**config.mk**
```make
export PLATFORM = sky130hd
export DESIGN_NAME = ls_queue_unit_flat
export DESIGN_NICKNAME = d
export VERILOG_FILES = /design/src/rtl/ls_queue_unit_if.sv /design/src/rtl/ls_queue_unit.sv /design/src/flat_wrapper.sv
export SDC_FILE = /design/constraint.sdc
export NUM_CORES = 1
export LEC_CHECK = 0
export CAP_MARGIN = 25
export CORE_MARGIN = 5
export CORE_UTILIZATION = 30
export CTS_CLUSTER_DIAMETER = 120
export DETAILED_ROUTE_END_ITERATION = 16
export GPL_TIMING_DRIVEN = 0
export SYNTH_ARGS = -nofsm -noshare
export SYNTH_HDL_FRONTEND = slang
export SYNTH_SLANG_ARGS = --single-unit
```
**constraint.sdc**
```tcl
create_clock -name clk -period 3.5 [get_ports clk]
set_clock_uncertainty 0.2 [all_clocks]
set_input_delay 1.05 -clock clk [delete_from_list [all_inputs] [get_ports clk]]
set_output_delay 1.05 -clock clk [all_outputs]
set_load 0.03 [all_outputs]
```
**src/rtl/ls_queue_unit_if.sv**
```systemverilog
// ls_queue_unit_if: issue-stage request, write-back completion and data-memory
// bus signals of the load/store queue unit.
//   slave  : the load/store unit (consumes requests and memory responses)
//   master : the surrounding issue stage / memory model
interface ls_queue_unit_if #(
    parameter int unsigned ADDR_W = 16,
    parameter int unsigned DATA_W = 16,
    parameter int unsigned RT_W   = 4,
    parameter int unsigned TS_W   = 1,
    parameter int unsigned DEPTH  = 4
);
    localparam int unsigned CNT_W = $clog2(DEPTH + 1);

    // issue-stage request side
    logic              bs;
    logic [ADDR_W-1:0] i_address;
    logic [DATA_W-1:0] i_data;
    logic [TS_W-1:0]   i_ts;
    logic [RT_W-1:0]   i_rt_sel;
    logic              i_ls_sel;
    logic              o_full;
    logic [CNT_W-1:0]  o_count;

    // data-memory bus
    logic              d_mem_rdy;
    logic [DATA_W-1:0] d_mem_rdata;
    logic [ADDR_W-1:0] d_mem_adr;
    logic [DATA_W-1:0] d_mem_wdata;
    logic              d_mem_w;
    logic              d_mem_r;

    // write-back completion side
    logic              o_rdy;
    logic [RT_W-1:0]   o_rt_sel;
    logic [TS_W-1:0]   o_ts;
    logic [DATA_W-1:0] o_data;
    logic              o_err;

    modport slave (
        input  bs, i_address, i_data, i_ts, i_rt_sel, i_ls_sel,
        input  d_mem_rdy, d_mem_rdata,
        output o_full, o_count,
        output d_mem_adr, d_mem_wdata, d_mem_w, d_mem_r,
        output o_rdy, o_rt_sel, o_ts, o_data, o_err
    );

    modport master (
        output bs, i_address, i_data, i_ts, i_rt_sel, i_ls_sel,
        output d_mem_rdy, d_mem_rdata,
        input  o_full, o_count,
        input  d_mem_adr, d_mem_wdata, d_mem_w, d_mem_r,
        input  o_rdy, o_rt_sel, o_ts, o_data, o_err
    );
endinterface

```
**src/rtl/ls_queue_unit.sv**
```systemverilog
// ls_queue_unit: load/store unit with a DEPTH-entry in-order request queue.
// Requests are pushed while earlier ones are in flight, issued one at a time
// to the data-memory port, and completed with a one-cycle o_rdy pulse carrying
// the target register, task selector and load data. An optional busy-cycle
// timeout aborts a stuck memory access with o_err.
// Ports:
//   clk  - clock, rising edge
//   rst  - synchronous active-high reset
//   bus  - ls_queue_unit_if.slave: request in, o_full/o_count, d_mem_* bus,
//          completion o_rdy/o_rt_sel/o_ts/o_data/o_err
module ls_queue_unit #(
    parameter int unsigned ADDR_W  = 16,
    parameter int unsigned DATA_W  = 16,
    parameter int unsigned RT_W    = 4,
    parameter int unsigned TS_W    = 1,
    parameter int unsigned DEPTH   = 4,
    parameter int unsigned TIMEOUT = 0
) (
    input  logic           clk,
    input  logic           rst,
    ls_queue_unit_if.slave bus
);
    localparam int unsigned PTR_W   = (DEPTH > 1) ? $clog2(DEPTH) : 1;
    localparam int unsigned CNT_W   = $clog2(DEPTH + 1);
    localparam int unsigned ENT_W   = ADDR_W + DATA_W + TS_W + RT_W + 1;
    localparam int unsigned TMO_W   = (TIMEOUT > 0) ? $clog2(TIMEOUT + 1) : 1;
    localparam int unsigned TMO_LIM = (TIMEOUT > 0) ? TIMEOUT - 1 : 0;
    localparam bit          TMO_EN  = (TIMEOUT > 0);

    typedef enum logic [0:0] {
        IDLE = 1'b0,
        BUSY = 1'b1
    } state_t;

    state_t state_q, state_d;

    // queue storage, entry layout {address, data, ts, rt_sel, ls_sel}
    logic [ENT_W-1:0]  q_mem [DEPTH];
    logic [PTR_W-1:0]  wr_ptr, rd_ptr;
    logic [CNT_W-1:0]  count_q, count_d;
    logic              full_q;

    // issue registers
    logic [ADDR_W-1:0] adr_q;
    logic [DATA_W-1:0] wdata_q;
    logic [TS_W-1:0]   ts_q;
    logic [RT_W-1:0]   rt_q;
    logic              ls_q;
    logic              mem_r_q, mem_w_q;
    logic [TMO_W-1:0]  tmo_cnt_q;

    // completion registers
    logic              rdy_q;
    logic [RT_W-1:0]   o_rt_q;
    logic [TS_W-1:0]   o_ts_q;
    logic [DATA_W-1:0] o_data_q;
    logic              o_err_q;

    logic              push_c, pop_c, load_c, tmo_hit_c;
    logic [PTR_W-1:0]  load_ptr_c;
    logic [ENT_W-1:0]  head_c;

    // full is the registered view, so a same-edge pop never makes room
    assign push_c = bus.bs & ~full_q;
    assign head_c = q_mem[load_ptr_c];

    // state register
    always_ff @(posedge clk) begin
        if (rst) state_q <= IDLE;
        else     state_q <= state_d;
    end

    // next state, issue load / pop decisions
    always_comb begin
        state_d    = state_q;
        load_c     = 1'b0;
        pop_c      = 1'b0;
        tmo_hit_c  = 1'b0;
        load_ptr_c = rd_ptr;
        case (state_q)
            IDLE: begin
                if (count_q != '0) begin
                    load_c  = 1'b1;
                    state_d = BUSY;
                end
            end
            BUSY: begin
                // memory ready wins over a timeout on the same edge
                tmo_hit_c = TMO_EN && !bus.d_mem_rdy && (tmo_cnt_q == TMO_W'(TMO_LIM));
                if (bus.d_mem_rdy || tmo_hit_c) begin
                    pop_c = 1'b1;
                    // an entry pushed on this edge is not yet visible: go idle
                    if (count_q > CNT_W'(1)) begin
                        load_c     = 1'b1;
                        load_ptr_c = rd_ptr + PTR_W'(1);
                    end else begin
                        state_d = IDLE;
                    end
                end
            end
            default: state_d = IDLE;
        endcase
    end

    // occupancy after this edge
    always_comb begin
        count_d = count_q;
        if (push_c && !pop_c)      count_d = count_q + CNT_W'(1);
        else if (pop_c && !push_c) count_d = count_q - CNT_W'(1);
    end

    // queue storage write
    always_ff @(posedge clk) begin
        if (!rst && push_c)
            q_mem[wr_ptr] <= {bus.i_address, bus.i_data, bus.i_ts, bus.i_rt_sel, bus.i_ls_sel};
    end

    // pointers, occupancy, issue and completion registers
    always_ff @(posedge clk) begin
        if (rst) begin
            wr_ptr    <= '0;
            rd_ptr    <= '0;
            count_q   <= '0;
            full_q    <= 1'b0;
            adr_q     <= '0;
            wdata_q   <= '0;
            ts_q      <= '0;
            rt_q      <= '0;
            ls_q      <= 1'b0;
            mem_r_q   <= 1'b0;
            mem_w_q   <= 1'b0;
            tmo_cnt_q <= '0;
            rdy_q     <= 1'b0;
            o_rt_q    <= '0;
            o_ts_q    <= '0;
            o_data_q  <= '0;
            o_err_q   <= 1'b0;
        end else begin
            if (push_c) wr_ptr <= wr_ptr + PTR_W'(1);
            if (pop_c)  rd_ptr <= rd_ptr + PTR_W'(1);
            count_q <= count_d;
            full_q  <= (count_d == CNT_W'(DEPTH));

            if (load_c) begin
                {adr_q, wdata_q, ts_q, rt_q, ls_q} <= head_c;
                mem_r_q   <= head_c[0];
                mem_w_q   <= ~head_c[0];
                tmo_cnt_q <= '0;
            end else begin
                if (pop_c) begin
                    mem_r_q <= 1'b0;
                    mem_w_q <= 1'b0;
                end
                if (TMO_EN && state_q == BUSY)
                    tmo_cnt_q <= tmo_cnt_q + TMO_W'(1);
            end

            rdy_q <= pop_c;
            if (pop_c) begin
                o_rt_q   <= rt_q;
                o_ts_q   <= ts_q;
                o_data_q <= (ls_q && !tmo_hit_c) ? bus.d_mem_rdata : '0;
                o_err_q  <= tmo_hit_c;
            end
        end
    end

    assign bus.o_full      = full_q;
    assign bus.o_count     = count_q;
    assign bus.d_mem_adr   = adr_q;
    assign bus.d_mem_wdata = wdata_q;
    assign bus.d_mem_r     = mem_r_q;
    assign bus.d_mem_w     = mem_w_q;
    assign bus.o_rdy       = rdy_q;
    assign bus.o_rt_sel    = o_rt_q;
    assign bus.o_ts        = o_ts_q;
    assign bus.o_data      = o_data_q;
    assign bus.o_err       = o_err_q;
endmodule

```
**src/flat_wrapper.sv**
```systemverilog
// flat-port wrapper written by rule: the top's interface ports become plain ports
module ls_queue_unit_flat 
#(
    parameter int unsigned ADDR_W  = 16,
    parameter int unsigned DATA_W  = 16,
    parameter int unsigned RT_W    = 4,
    parameter int unsigned TS_W    = 1,
    parameter int unsigned DEPTH   = 4,
    parameter int unsigned TIMEOUT = 0
)
  (clk, rst, bus_bs, bus_i_address, bus_i_data, bus_i_ts, bus_i_rt_sel, bus_i_ls_sel, bus_d_mem_rdy, bus_d_mem_rdata, bus_o_full, bus_o_count, bus_d_mem_adr, bus_d_mem_wdata, bus_d_mem_w, bus_d_mem_r, bus_o_rdy, bus_o_rt_sel, bus_o_ts, bus_o_data, bus_o_err);
  ls_queue_unit_if #(.ADDR_W(ADDR_W), .DATA_W(DATA_W), .RT_W(RT_W), .TS_W(TS_W), .DEPTH(DEPTH)) bus_i ();
  input  logic clk;
  input  logic rst;
  input wire logic [$bits(bus_i.bs)-1:0] bus_bs;
  input wire logic [$bits(bus_i.i_address)-1:0] bus_i_address;
  input wire logic [$bits(bus_i.i_data)-1:0] bus_i_data;
  input wire logic [$bits(bus_i.i_ts)-1:0] bus_i_ts;
  input wire logic [$bits(bus_i.i_rt_sel)-1:0] bus_i_rt_sel;
  input wire logic [$bits(bus_i.i_ls_sel)-1:0] bus_i_ls_sel;
  input wire logic [$bits(bus_i.d_mem_rdy)-1:0] bus_d_mem_rdy;
  input wire logic [$bits(bus_i.d_mem_rdata)-1:0] bus_d_mem_rdata;
  output wire logic [$bits(bus_i.o_full)-1:0] bus_o_full;
  output wire logic [$bits(bus_i.o_count)-1:0] bus_o_count;
  output wire logic [$bits(bus_i.d_mem_adr)-1:0] bus_d_mem_adr;
  output wire logic [$bits(bus_i.d_mem_wdata)-1:0] bus_d_mem_wdata;
  output wire logic [$bits(bus_i.d_mem_w)-1:0] bus_d_mem_w;
  output wire logic [$bits(bus_i.d_mem_r)-1:0] bus_d_mem_r;
  output wire logic [$bits(bus_i.o_rdy)-1:0] bus_o_rdy;
  output wire logic [$bits(bus_i.o_rt_sel)-1:0] bus_o_rt_sel;
  output wire logic [$bits(bus_i.o_ts)-1:0] bus_o_ts;
  output wire logic [$bits(bus_i.o_data)-1:0] bus_o_data;
  output wire logic [$bits(bus_i.o_err)-1:0] bus_o_err;
  assign bus_i.bs = bus_bs;
  assign bus_i.i_address = bus_i_address;
  assign bus_i.i_data = bus_i_data;
  assign bus_i.i_ts = bus_i_ts;
  assign bus_i.i_rt_sel = bus_i_rt_sel;
  assign bus_i.i_ls_sel = bus_i_ls_sel;
  assign bus_i.d_mem_rdy = bus_d_mem_rdy;
  assign bus_i.d_mem_rdata = bus_d_mem_rdata;
  assign bus_o_full = bus_i.o_full;
  assign bus_o_count = bus_i.o_count;
  assign bus_d_mem_adr = bus_i.d_mem_adr;
  assign bus_d_mem_wdata = bus_i.d_mem_wdata;
  assign bus_d_mem_w = bus_i.d_mem_w;
  assign bus_d_mem_r = bus_i.d_mem_r;
  assign bus_o_rdy = bus_i.o_rdy;
  assign bus_o_rt_sel = bus_i.o_rt_sel;
  assign bus_o_ts = bus_i.o_ts;
  assign bus_o_data = bus_i.o_data;
  assign bus_o_err = bus_i.o_err;
  ls_queue_unit #(.ADDR_W(ADDR_W), .DATA_W(DATA_W), .RT_W(RT_W), .TS_W(TS_W), .DEPTH(DEPTH), .TIMEOUT(TIMEOUT)) u_core (.clk(clk), .rst(rst), .bus(bus_i));
endmodule
```
==> flow_summary.toml <==
[critical_path]
path_max_fanout = 10
crit_arrival_ns = 3.26
worstRegToRegCells = 8
cp-end-kind = "flip-flop"
startpoint_type = "flip-flop"
worstSetupPathType = "reg2reg"
cp.required_ns = 3.69

[synthesis]
ys_ff_latch = 223
synth_adder_area_share_pct = 1.05
synth_mux_area_share_pct = 13.7
synth_edf_count = 152
ys_dominant_reg_cell = "edfxtp_1"
yosysSeqAreaShare_pct = 62.6
ys_warn_count = 0
synth_fp_nets = 762
synth_compound_area_share_pct = 10.2
syn_avg_cell_area_um2 = 13.7
synthesis.area_mm2 = 0.00957
synth_top_family_by_area = "multiplexers"
async_flop_share_pct = 0
synthXorXnorAreaFrac_pct = 0.275
yosys.cell_types.count = 47
synthSimpleGateAreaFrac_pct = 8.85
syn_inst = 696

[clocking]
clkTransAtPathRegs_ns = 0.06
cts_tree = "built"
cts_hold_buf = 0
cts_sinks = 223
postCtsResizedCells = 0
cts_buffers = 26
htreeDepth = 1
cts_root_buf = "clkbuf_16"
clockBufferDepth = 3
clock_latency_ns = 0.53
cts_setup_buffers = 0

[layout]
final_cell_mix = "152 x edfxtp_1, 134 x nand2_1, 116 x clkdlybuf4s50_1, 71 x dfxtp_1, 48 x nor2_1"
nFillCells = 2952
final_net_count = 910
syn_to_final_growth_pct = 27.1
design_area_mm2 = 0.0122
layout_commonest_cell = "edfxtp_1"
n_antenna_cell = 0
drive_gt1_share_pct = 16.7

[global_routing]
grt_util_met2_pct = 24.1
grt_max_degree = 28
grt.met3_usage_pct = 2.67
grt_use_total_pct = 13.8
globalRouteOverflowTotal = 0
use_met1_pct = 17.7
antenna_found_initial = 2
busiest_layer = "met2"
grt_pass1_vias = 6635
grt_pass1_wl_um = 39000

[die]
pin_count = 119
coreArea_mm2 = 0.0316
dieArea_mm2 = 0.0356
std_cell_rows = 65
fp.dieW_um = 189
die_height_um = 189
start_util_pct = 30.3

[timing]
rsz0062_at_grt = "false"
drv_slew = 0
post-route-period-util_pct = 87.8
setup_tns_ns = 0
period_needed_ns = 3.07
max_freq_ghz = 0.325
tightest_slew_ns = 0.917
setup_viol_count_final = 0
finalHoldViolations = 0
relSlewSlack_pct = 38.6

[routing]
viasPerCell = 5.15
dr.first_iter.drc_count = 673
drt-total-wl_um = 25300
postRouteAntennaNets = 0
dr.pass1.iters = 10
vias = 6525
drc = 0
wl_per_cell_um = 20.0

[power]
powerDensity_mw_per_mm2 = 683
ir_drop_mv = 0.393
p_leak_nw = 4.32

[status]
outcome = "completed"

[place]
gp_congestion = 0.755
placed_area_mm2 = 0.0113
port_buffers = 116
place_hpwl_um = 16600

[min_path]
min_delay_path_depth = 2
hold_class = "reg2reg"

[flow_run]
drv_cap = 0
## layer usage
| layer | routed length, um | vias up |
|---|---|---|
| met3 | 1750 | 49 |
| met2 | 12400 | 247 |
| met4 | 587 | 4 |
| li1 | - | 3003 |
| met1 | 10500 | 3222 |
| met5 | 14 | - |
## stage by stage
step | cells | setup WS (ns) | hold WS, ns | util [%] | power [W]
after floorplan | 696 | 0.488 | 0.232 | - | 0.00480
after global placement | 1214 | -1.07 | 0.249 | 35.6 | 0.00574
after detailed placement | 1218 | 0.00579 | 0.250 | 35.9 | 0.00577
after CTS | 1266 | 0.363 | 0.252 | 38.5 | 0.00839
after global routing | 1266 | 0.122 | 0.279 | 38.5 | 0.00874
final | 1266 | 0.427 | 0.253 | 38.5 | 0.00831
## registers in the layout, summed over array words and instances (netlist names), 2 cells and up
register	cells
u_core.wr_ptr	2
u_core.rt_q	4
u_core.bus.d_mem_adr	16
u_core.bus.o_rt_sel	4
u_core.bus.d_mem_wdata	16
u_core.bus.o_data	16
u_core.bus.o_count	3
u_core.rd_ptr	2
u_core.q_mem	152
## where the power goes
part           switching (W)  leakage [nW]  internal (W)
clock network        0.00106         0.408       0.00157
logic                0.00142          1.95      0.000921
registers           0.000212          1.96       0.00313
total                0.00269          4.32       0.00562
## cells in the mapped netlist (3+ instances only)
cell type	instances	area, um2
nor2b_1	5	31.3
clkbuf_1	26	97.6
a222oi_1	37	370
and3_1	6	37.5
a211oi_1	38	285
buf_2	15	75.1
mux4_1	10	263
nand2_1	134	503
mux2_2	38	428
nand3_1	5	25.0
mux4_2	27	608
dfxtp_1	71	1420
nor2_1	48	180
a21oi_1	10	50.1
a22o_1	16	140
edfxtp_1	152	4560
buf_4	9	67.6
ha_1	8	100
inv_1	7	26.3
buf_8	3	45.0
## worst max-delay path, cell delays in order (launching register included)
cell	delay, ns
dfxtp_1	0.53
inv_1	0.11
ha_1	0.20
nor2b_1	0.13
nor2_1	0.70
clkbuf_1	0.54
nand2_1	0.10
a222oi_1	0.29
a211oi_1	0.12
## kinds of logic after synthesis
logic type | count (synthesis)
AO/OA/AOI/OAI | 116
XOR/XNOR | 3
adder cells (fa/ha/maj) | 8
buffers and inverters | 62
flip-flops | 223
multiplexers | 76
other | 1
AND/OR/NAND/NOR | 207
## cell type report
type	count	area [um2]	share of cell area, %
flip-flops and latches	223	5990	49.2
multi-input cells	411	3270	26.9
repair buffers	120	1240	10.2
clock buffers	37	753	6.20
well taps	402	503	4.14
plain buffers	55	293	2.41
clock inverters	11	86.3	0.710
inverters	7	26.3	0.216
## worst paths after layout
| check | start | to | slack (ns) |
|---|---|---|---|
| max | u_core.bus.o_count[0] | u_core.rt_q[1] | 0.43 |
| max reg2reg | u_core.bus.o_count[0] | u_core.rt_q[1] | 0.43 |
| min | u_core.ts_q | u_core.bus.o_ts | 0.25 |
| min reg2reg | u_core.ts_q | u_core.bus.o_ts | 0.25 |
No activity file was read; power rests on OpenSTA's default activity.
